### src/rtl/fixed_pkg.sv
// Shared types and width/overflow helpers for the fixed-point MAC stage.
package fixed_pkg;

  typedef enum logic [1:0] {
    ACCUM = 2'd0,
    DRAIN = 2'd1,
    OUT   = 2'd2
  } state_t;

  function automatic int prod_w(input int wi1, input int wf1, input int wi2, input int wf2);
    return wi1 + wf1 + wi2 + wf2;
  endfunction

  function automatic int acc_w(input int wi1, input int wf1, input int wi2, input int wf2,
                               input int guard);
    return prod_w(wi1, wf1, wi2, wf2) + guard;
  endfunction

  // Two's-complement add overflowed: like-signed addends gave a result of the other sign.
  function automatic logic add_ovf(input logic sign_a, input logic sign_b, input logic sign_s);
    return (sign_a == sign_b) && (sign_s != sign_a);
  endfunction

endpackage

### src/rtl/fixed_mult_reg.sv
// Registered full-precision signed multiplier with valid/last sideband (MAC stage 1).
module fixed_mult_reg
  import fixed_pkg::*;
#(
  parameter int WI1 = 5,
  parameter int WF1 = 11,
  parameter int WI2 = 5,
  parameter int WF2 = 11
)(
  input  logic                                clk,
  input  logic                                reset,
  input  logic                                i_valid,
  input  logic [WI1+WF1-1:0]                  i_a,
  input  logic [WI2+WF2-1:0]                  i_b,
  input  logic                                i_last,
  output logic [prod_w(WI1,WF1,WI2,WF2)-1:0] o_prod,
  output logic                                o_valid,
  output logic                                o_last
);

  localparam int WA = WI1 + WF1;
  localparam int WB = WI2 + WF2;
  localparam int WP = prod_w(WI1, WF1, WI2, WF2);

  logic [WP-1:0] w_a_ext;
  logic [WP-1:0] w_b_ext;
  logic [WP-1:0] w_prod;
  logic [WP-1:0] r_prod;
  logic          r_valid;
  logic          r_last;

  // Operands are sign-extended to the product width so the low WP bits are the exact signed product.
  assign w_a_ext = {{(WP-WA){i_a[WA-1]}}, i_a};
  assign w_b_ext = {{(WP-WB){i_b[WB-1]}}, i_b};
  assign w_prod  = w_a_ext * w_b_ext;

  // Product register; holds its value between accepted pairs.
  always_ff @(posedge clk) begin
    if (reset) begin
      r_prod  <= '0;
      r_valid <= 1'b0;
      r_last  <= 1'b0;
    end else begin
      r_valid <= i_valid;
      if (i_valid) begin
        r_prod <= w_prod;
        r_last <= i_last;
      end
    end
  end

  assign o_prod  = r_prod;
  assign o_valid = r_valid;
  assign o_last  = r_last;

endmodule

### src/rtl/fixed_mac_accum.sv
// Frame-based signed multiply-accumulate: sums full-precision products until in_last,
// then holds the wide sum, pair count and sticky overflow until downstream accepts.
module fixed_mac_accum
  import fixed_pkg::*;
#(
  parameter int WI1   = 5,
  parameter int WF1   = 11,
  parameter int WI2   = 5,
  parameter int WF2   = 11,
  parameter int GUARD = 4,
  parameter int LEN_W = 8
)(
  input  logic                                      clk,
  input  logic                                      reset,
  input  logic                                      in_valid,
  output logic                                      in_ready,
  input  logic [WI1+WF1-1:0]                        in_a,
  input  logic [WI2+WF2-1:0]                        in_b,
  input  logic                                      in_last,
  output logic                                      out_valid,
  input  logic                                      out_ready,
  output logic [acc_w(WI1,WF1,WI2,WF2,GUARD)-1:0]  out_data,
  output logic [LEN_W-1:0]                          out_count,
  output logic                                      out_ovf
);

  localparam int PW = prod_w(WI1, WF1, WI2, WF2);
  localparam int AW = acc_w(WI1, WF1, WI2, WF2, GUARD);
  localparam logic [LEN_W-1:0] CNT_MAX = '1;

  state_t            r_state;
  state_t            w_next_state;
  logic              w_accept;
  logic              w_handshake;
  logic [PW-1:0]     w_prod;
  logic              w_pv;
  logic              w_plast;
  logic [AW-1:0]     w_prod_ext;
  logic [AW-1:0]     w_sum;
  logic              w_ovf_step;
  logic [LEN_W-1:0]  w_count_inc;
  logic [AW-1:0]     r_acc;
  logic [LEN_W-1:0]  r_count;
  logic              r_ovf;
  logic              r_out_valid;
  logic [AW-1:0]     r_out_data;
  logic [LEN_W-1:0]  r_out_count;
  logic              r_out_ovf;

  // Pairs are taken only while accumulating, and never while reset is asserted.
  always_comb begin
    in_ready = 1'b0;
    if (reset) begin
      in_ready = 1'b0;
    end else if (r_state == ACCUM) begin
      in_ready = 1'b1;
    end else begin
      in_ready = 1'b0;
    end
  end

  assign w_accept    = in_valid & in_ready;
  assign w_handshake = r_out_valid & out_ready;

  fixed_mult_reg #(
    .WI1(WI1), .WF1(WF1), .WI2(WI2), .WF2(WF2)
  ) u_mult (
    .clk     (clk),
    .reset   (reset),
    .i_valid (w_accept),
    .i_a     (in_a),
    .i_b     (in_b),
    .i_last  (in_last),
    .o_prod  (w_prod),
    .o_valid (w_pv),
    .o_last  (w_plast)
  );

  assign w_prod_ext  = {{GUARD{w_prod[PW-1]}}, w_prod};
  assign w_sum       = r_acc + w_prod_ext;
  assign w_ovf_step  = add_ovf(r_acc[AW-1], w_prod_ext[AW-1], w_sum[AW-1]);
  assign w_count_inc = (r_count == CNT_MAX) ? r_count : r_count + LEN_W'(1);

  // Next-state logic for the accumulate / drain / output-hold sequence.
  always_comb begin
    w_next_state = r_state;
    case (r_state)
      ACCUM: begin
        if (w_accept && in_last) begin
          w_next_state = DRAIN;
        end else begin
          w_next_state = ACCUM;
        end
      end
      DRAIN: begin
        if (w_pv && w_plast) begin
          w_next_state = OUT;
        end else begin
          w_next_state = DRAIN;
        end
      end
      OUT: begin
        if (w_handshake) begin
          w_next_state = ACCUM;
        end else begin
          w_next_state = OUT;
        end
      end
      default: w_next_state = ACCUM;
    endcase
  end

  // State register.
  always_ff @(posedge clk) begin
    if (reset) begin
      r_state <= ACCUM;
    end else begin
      r_state <= w_next_state;
    end
  end

  // Stage 2 accumulator; cleared once the frame result has been taken.
  always_ff @(posedge clk) begin
    if (reset) begin
      r_acc   <= '0;
      r_count <= '0;
      r_ovf   <= 1'b0;
    end else if (w_handshake) begin
      r_acc   <= '0;
      r_count <= '0;
      r_ovf   <= 1'b0;
    end else if (w_pv) begin
      r_acc   <= w_sum;
      r_count <= w_count_inc;
      r_ovf   <= r_ovf | w_ovf_step;
    end
  end

  // Result register captures the sum including the final product, so it is ready at the OUT entry.
  always_ff @(posedge clk) begin
    if (reset) begin
      r_out_valid <= 1'b0;
      r_out_data  <= '0;
      r_out_count <= '0;
      r_out_ovf   <= 1'b0;
    end else if (w_pv && w_plast) begin
      r_out_valid <= 1'b1;
      r_out_data  <= w_sum;
      r_out_count <= w_count_inc;
      r_out_ovf   <= r_ovf | w_ovf_step;
    end else if (w_handshake) begin
      r_out_valid <= 1'b0;
    end
  end

  assign out_valid = r_out_valid;
  assign out_data  = r_out_data;
  assign out_count = r_out_count;
  assign out_ovf   = r_out_ovf;

endmodule

### config.mk
export PLATFORM = sky130hd
export DESIGN_NAME = fixed_mac_accum
export DESIGN_NICKNAME = d
export VERILOG_FILES = /design/src/rtl/fixed_pkg.sv /design/src/rtl/fixed_mult_reg.sv /design/src/rtl/fixed_mac_accum.sv
export SDC_FILE = /design/constraint.sdc
export NUM_CORES = 1
export LEC_CHECK = 0
export CAP_MARGIN = 10
export CORE_MARGIN = 5
export CORE_UTILIZATION = 36
export DETAILED_ROUTE_END_ITERATION = 12
export PLACE_DENSITY_LB_ADDON = 0.3
export SYNTH_ARGS = -nofsm -noshare
export SYNTH_HDL_FRONTEND = slang
export SYNTH_SLANG_ARGS = --single-unit
### constraint.sdc
create_clock -name clk -period 6.77 [get_ports clk]
set_clock_uncertainty 0.05 [all_clocks]
set_input_delay 1.0155 -clock clk [delete_from_list [all_inputs] [get_ports clk]]
set_output_delay 1.0155 -clock clk [all_outputs]
set_load 0.1 [all_outputs]
==> results of run 1 <==
==> logic make-up after synthesis <==
group           count (synthesis)  share of synthesized area
mux                            23                    0.01425
flops                         127                     0.1574
simple gates                  588                     0.1747
buf+inv                       389                    0.09046
xor+xnor                       56                    0.03121
fa+ha+maj                     381                     0.4173
compound gates                287                     0.1147
==> stage by stage <==
stage	util	instances	area [um^2]	TNS, ns	hold slack (ns)
2_1_floorplan	-	1851	16150	0	0.3799
3_3_place_gp	0.4220	2619	18700	-4.049	0.3909
3_5_place_dp	0.4220	2619	18700	-4.848	0.3970
4_1_cts	0.4366	2655	19350	0	0.4054
5_1_grt	0.4390	2658	19450	-0.1074	0.4273
6_report	0.4390	2658	19450	0	0.4022
==> per-layer routing <==
metal / vias up / share of wire
met5: - / 0
met4: 0 / 0.013
met3: 36 / 0.026
met2: 181 / 0.50
met1: 6415 / 0.46
li1: 6303 / -
==> placed cells by master, fill, tap and decap left out, drive strengths merged, types with 62 or more instances in the layout <==
master | Yosys | layout
a21oi | 105 | 105
and2 | 134 | 134
nand3 | 62 | 62
nor2 | 86 | 86
dfxtp | 127 | 127
nand2 | 225 | 225
buf | 13 | 173
fa | 263 | 263
clkdlybuf4s50 | 0 | 64
ha | 118 | 118
inv | 316 | 319
==> flip-flops by register name (all words and copies together), names as in the netlist <==
name            flops
out_valid           1
u_mult.o_prod      32
out_data           36
u_mult.o_valid      1
r_ovf               1
u_mult.o_last       1
out_count           8
r_acc              36
out_ovf             1
r_state             2
r_count             8
==> worst min-delay path, cell delays in order, from the launching register on <==
cell and delay (ns):
dfxtp_1 0.31, nand2_1 0.05, a21oi_1 0.05
==> how the worst min path moves through the flow <==
| stage | from | end | slack [ns] | depth (start not counted) |
|---|---|---|---|---|
| global route | out_data[33]$_SDFFE_PP0P_ | out_data[33]$_SDFFE_PP0P_ | 0.43 | 2 |
| CTS | out_count[2]$_SDFFE_PP0P_ | out_count[2]$_SDFFE_PP0P_ | 0.41 | 2 |
| global placement | r_ovf$_SDFFE_PP0P_ | r_ovf$_SDFFE_PP0P_ | 0.39 | 2 |
| detailed placement | out_count[2]$_SDFFE_PP0P_ | out_count[2]$_SDFFE_PP0P_ | 0.40 | 2 |
| finish | out_count[2]$_SDFFE_PP0P_ | out_count[2]$_SDFFE_PP0P_ | 0.40 | 2 |
| floorplan | r_ovf$_SDFFE_PP0P_ | r_ovf$_SDFFE_PP0P_ | 0.38 | 2 |
==> repair_timing <==
action                                 4_1_cts  5_1_grt
buffers inserted                             4        2
pin swaps                                   25       21
setup endpoints to repair                    2       11
gates cloned                                 0        1
resized for setup                           37       23
endpoints found under the hold margin        0        0
==> layout make-up <==
cell class              instances  area, um^2  area share
clock buffers                  19       442.9     0.02277
clock inverters                13       112.6    0.005789
inverters                     317        1190     0.06117
multi-input cells            1335       12270      0.6309
flip-flops and latches        127        2544      0.1308
well taps                     592       740.7     0.03808
repair buffers                255        2150      0.1105
==> flow_metrics.tcl, run 1 <==
set metrics [dict create \
    outcome "finished, final reports clean" \
    drive_gt1_frac 0.1225 \
    fin_nets 2471 \
    syn_area_um2 16150 \
    htree_levels 4 \
    via_per_inst 4.866 \
    remaining_drc_errors 0 \
    worstSkewPairLatency_ns 0.42 \
    die_w_um 221.8 \
    clk_pin_slew_ns 0.06 \
    slowest_stage "fa_1" \
    cts_inserted_buffers 17 \
    top_usage_layer "met2" \
    worst_pin_slew_ns 1.087 \
    cp.depth 24 \
    cts_num_sinks 127 \
    relSlewSlack 0.2751 \
    yosysMostFrequentCell "inv_1" \
    dieArea_um2 49210 \
    ctsHoldBuffers 0 \
    grtUsageMet3 0.01893 \
    netlist_instances 1851 \
    ant_nets 0 \
    start_kind "primary input" \
    rows 77 \
    fmax_ghz 0.1506 \
    hold_path.class "flop to flop" \
    ys_top_cells_by_area "fa_1, dfxtp_1, ha_1" \
    rsz0062_at_grt "yes" \
    slew_viol_final 0 \
    clk_path_buf_depth 2 \
    grt_start_max_net_pins 60 \
    crit_chain "clkdlybuf4s50_1 > buf_6 > buf_4 > nand2_2 > inv_1 > fa_2 > buf_4 > fa_1 > fa_2 > fa_1 > fa_1 > inv_1 > fa_1 > inv_1 > ha_4 > or2_1 > a21oi_2 > a211oi_2 > o31a_1 > a311o_1 > a311o_1 > a21oi_2 > xnor2_1 > o21ai_1" \
    critPathMaxFanout 5 \
    cts_tree "yes" \
    wl_per_cell_um 15.16 \
    cts-root-buf "clkbuf_16" \
    endpoint "u_mult.o_prod[31]$_SDFFE_PP0P_" \
    io_buffers 83 \
    cp_top_family "adder cells" \
    cap_violations 0 \
    fin_crit_sh 0.9810 \
    reg2reg_from "u_mult.o_prod[0]$_SDFFE_PP0P_" \
    grt_usage 0.1649 \
    synth_nets 2269 \
    synth_edf_count 0 \
    r2r_slack_ns 3.50 \
    antenna_found_initial 0 \
    gr-usage-met2 0.2890 \
    antenna_cells 0 \
    setup_ws_ns 0.1288 \
    use_met1 0.2231 \
    ys_top_cells_by_count "inv_1, fa_1, nand2_1" \
    grt-ovfl-total 0 \
    initial_utilization 0.3645 \
    synth_top_cell_by_area "fa_1" \
    criticalPathCategory "primary input to flop" \
    drt_wl_total_mm 40.31 \
    grt_pass1_vias 13450 \
    drtIter0Drc 695 \
    worst_path_most_repeated_cell "fa_1" \
    n_fill_cell 4425 \
    dr.pass1.iters 5 \
    end_kind "flop" \
    required_ns 7.01 \
    max_stage_delay_ns 0.55 \
    r2r-end "out_data[34]$_SDFFE_PP0P_" \
    synth_flop_cell "dfxtp_1" \
    synth_top_area_frac 0.3259 \
    ys_ff_latch 127 \
    coreArea_um2 44320 \
    detailed_place_hpwl_mm 33.82 \
    vias 12940 \
    async_flop_share 0 \
    reg2reg_depth 12 \
    ys_warn_count 0 \
    grt_pass1_wl_mm 67.93 \
    finalCriticalPeriod_ns 6.641 \
    hold_viol_final 0 \
    crit_arrival_ns 6.88 \
    syn_area_per_cell_um2 8.727 \
    place_congestion 0.8912 \
    ys_types 62 \
    die_h_um 221.8 \
    setup_viol 0 \
    seq_area_frac_synth 0.1574 \
    critPathBufInv 7 \
    detailedPlace.worstSlack_ns -0.5635 \
    io_pins 84 \
    syn_to_final_growth_pct 20.42 \
    startpoint "in_b[2]" \
]
Power of run 1 is not shown: default switching activity piles up to over one toggle a cycle in this logic, so the estimate is an artifact.
==> inputs of run 2 (changes only) <==
--- a/config.mk
+++ b/config.mk
@@ -5,6 +5,7 @@
 export SDC_FILE = /design/constraint.sdc
 export NUM_CORES = 1
 export LEC_CHECK = 0
+export ABC_CLOCK_PERIOD_IN_PS = 6770
 export CAP_MARGIN = 10
 export CORE_MARGIN = 5
 export CORE_UTILIZATION = 36
==> results of run 2 <==
No change in the layout: final DEF, timing and power equal those of run 1.
Power of run 2 is left out for the same reason.
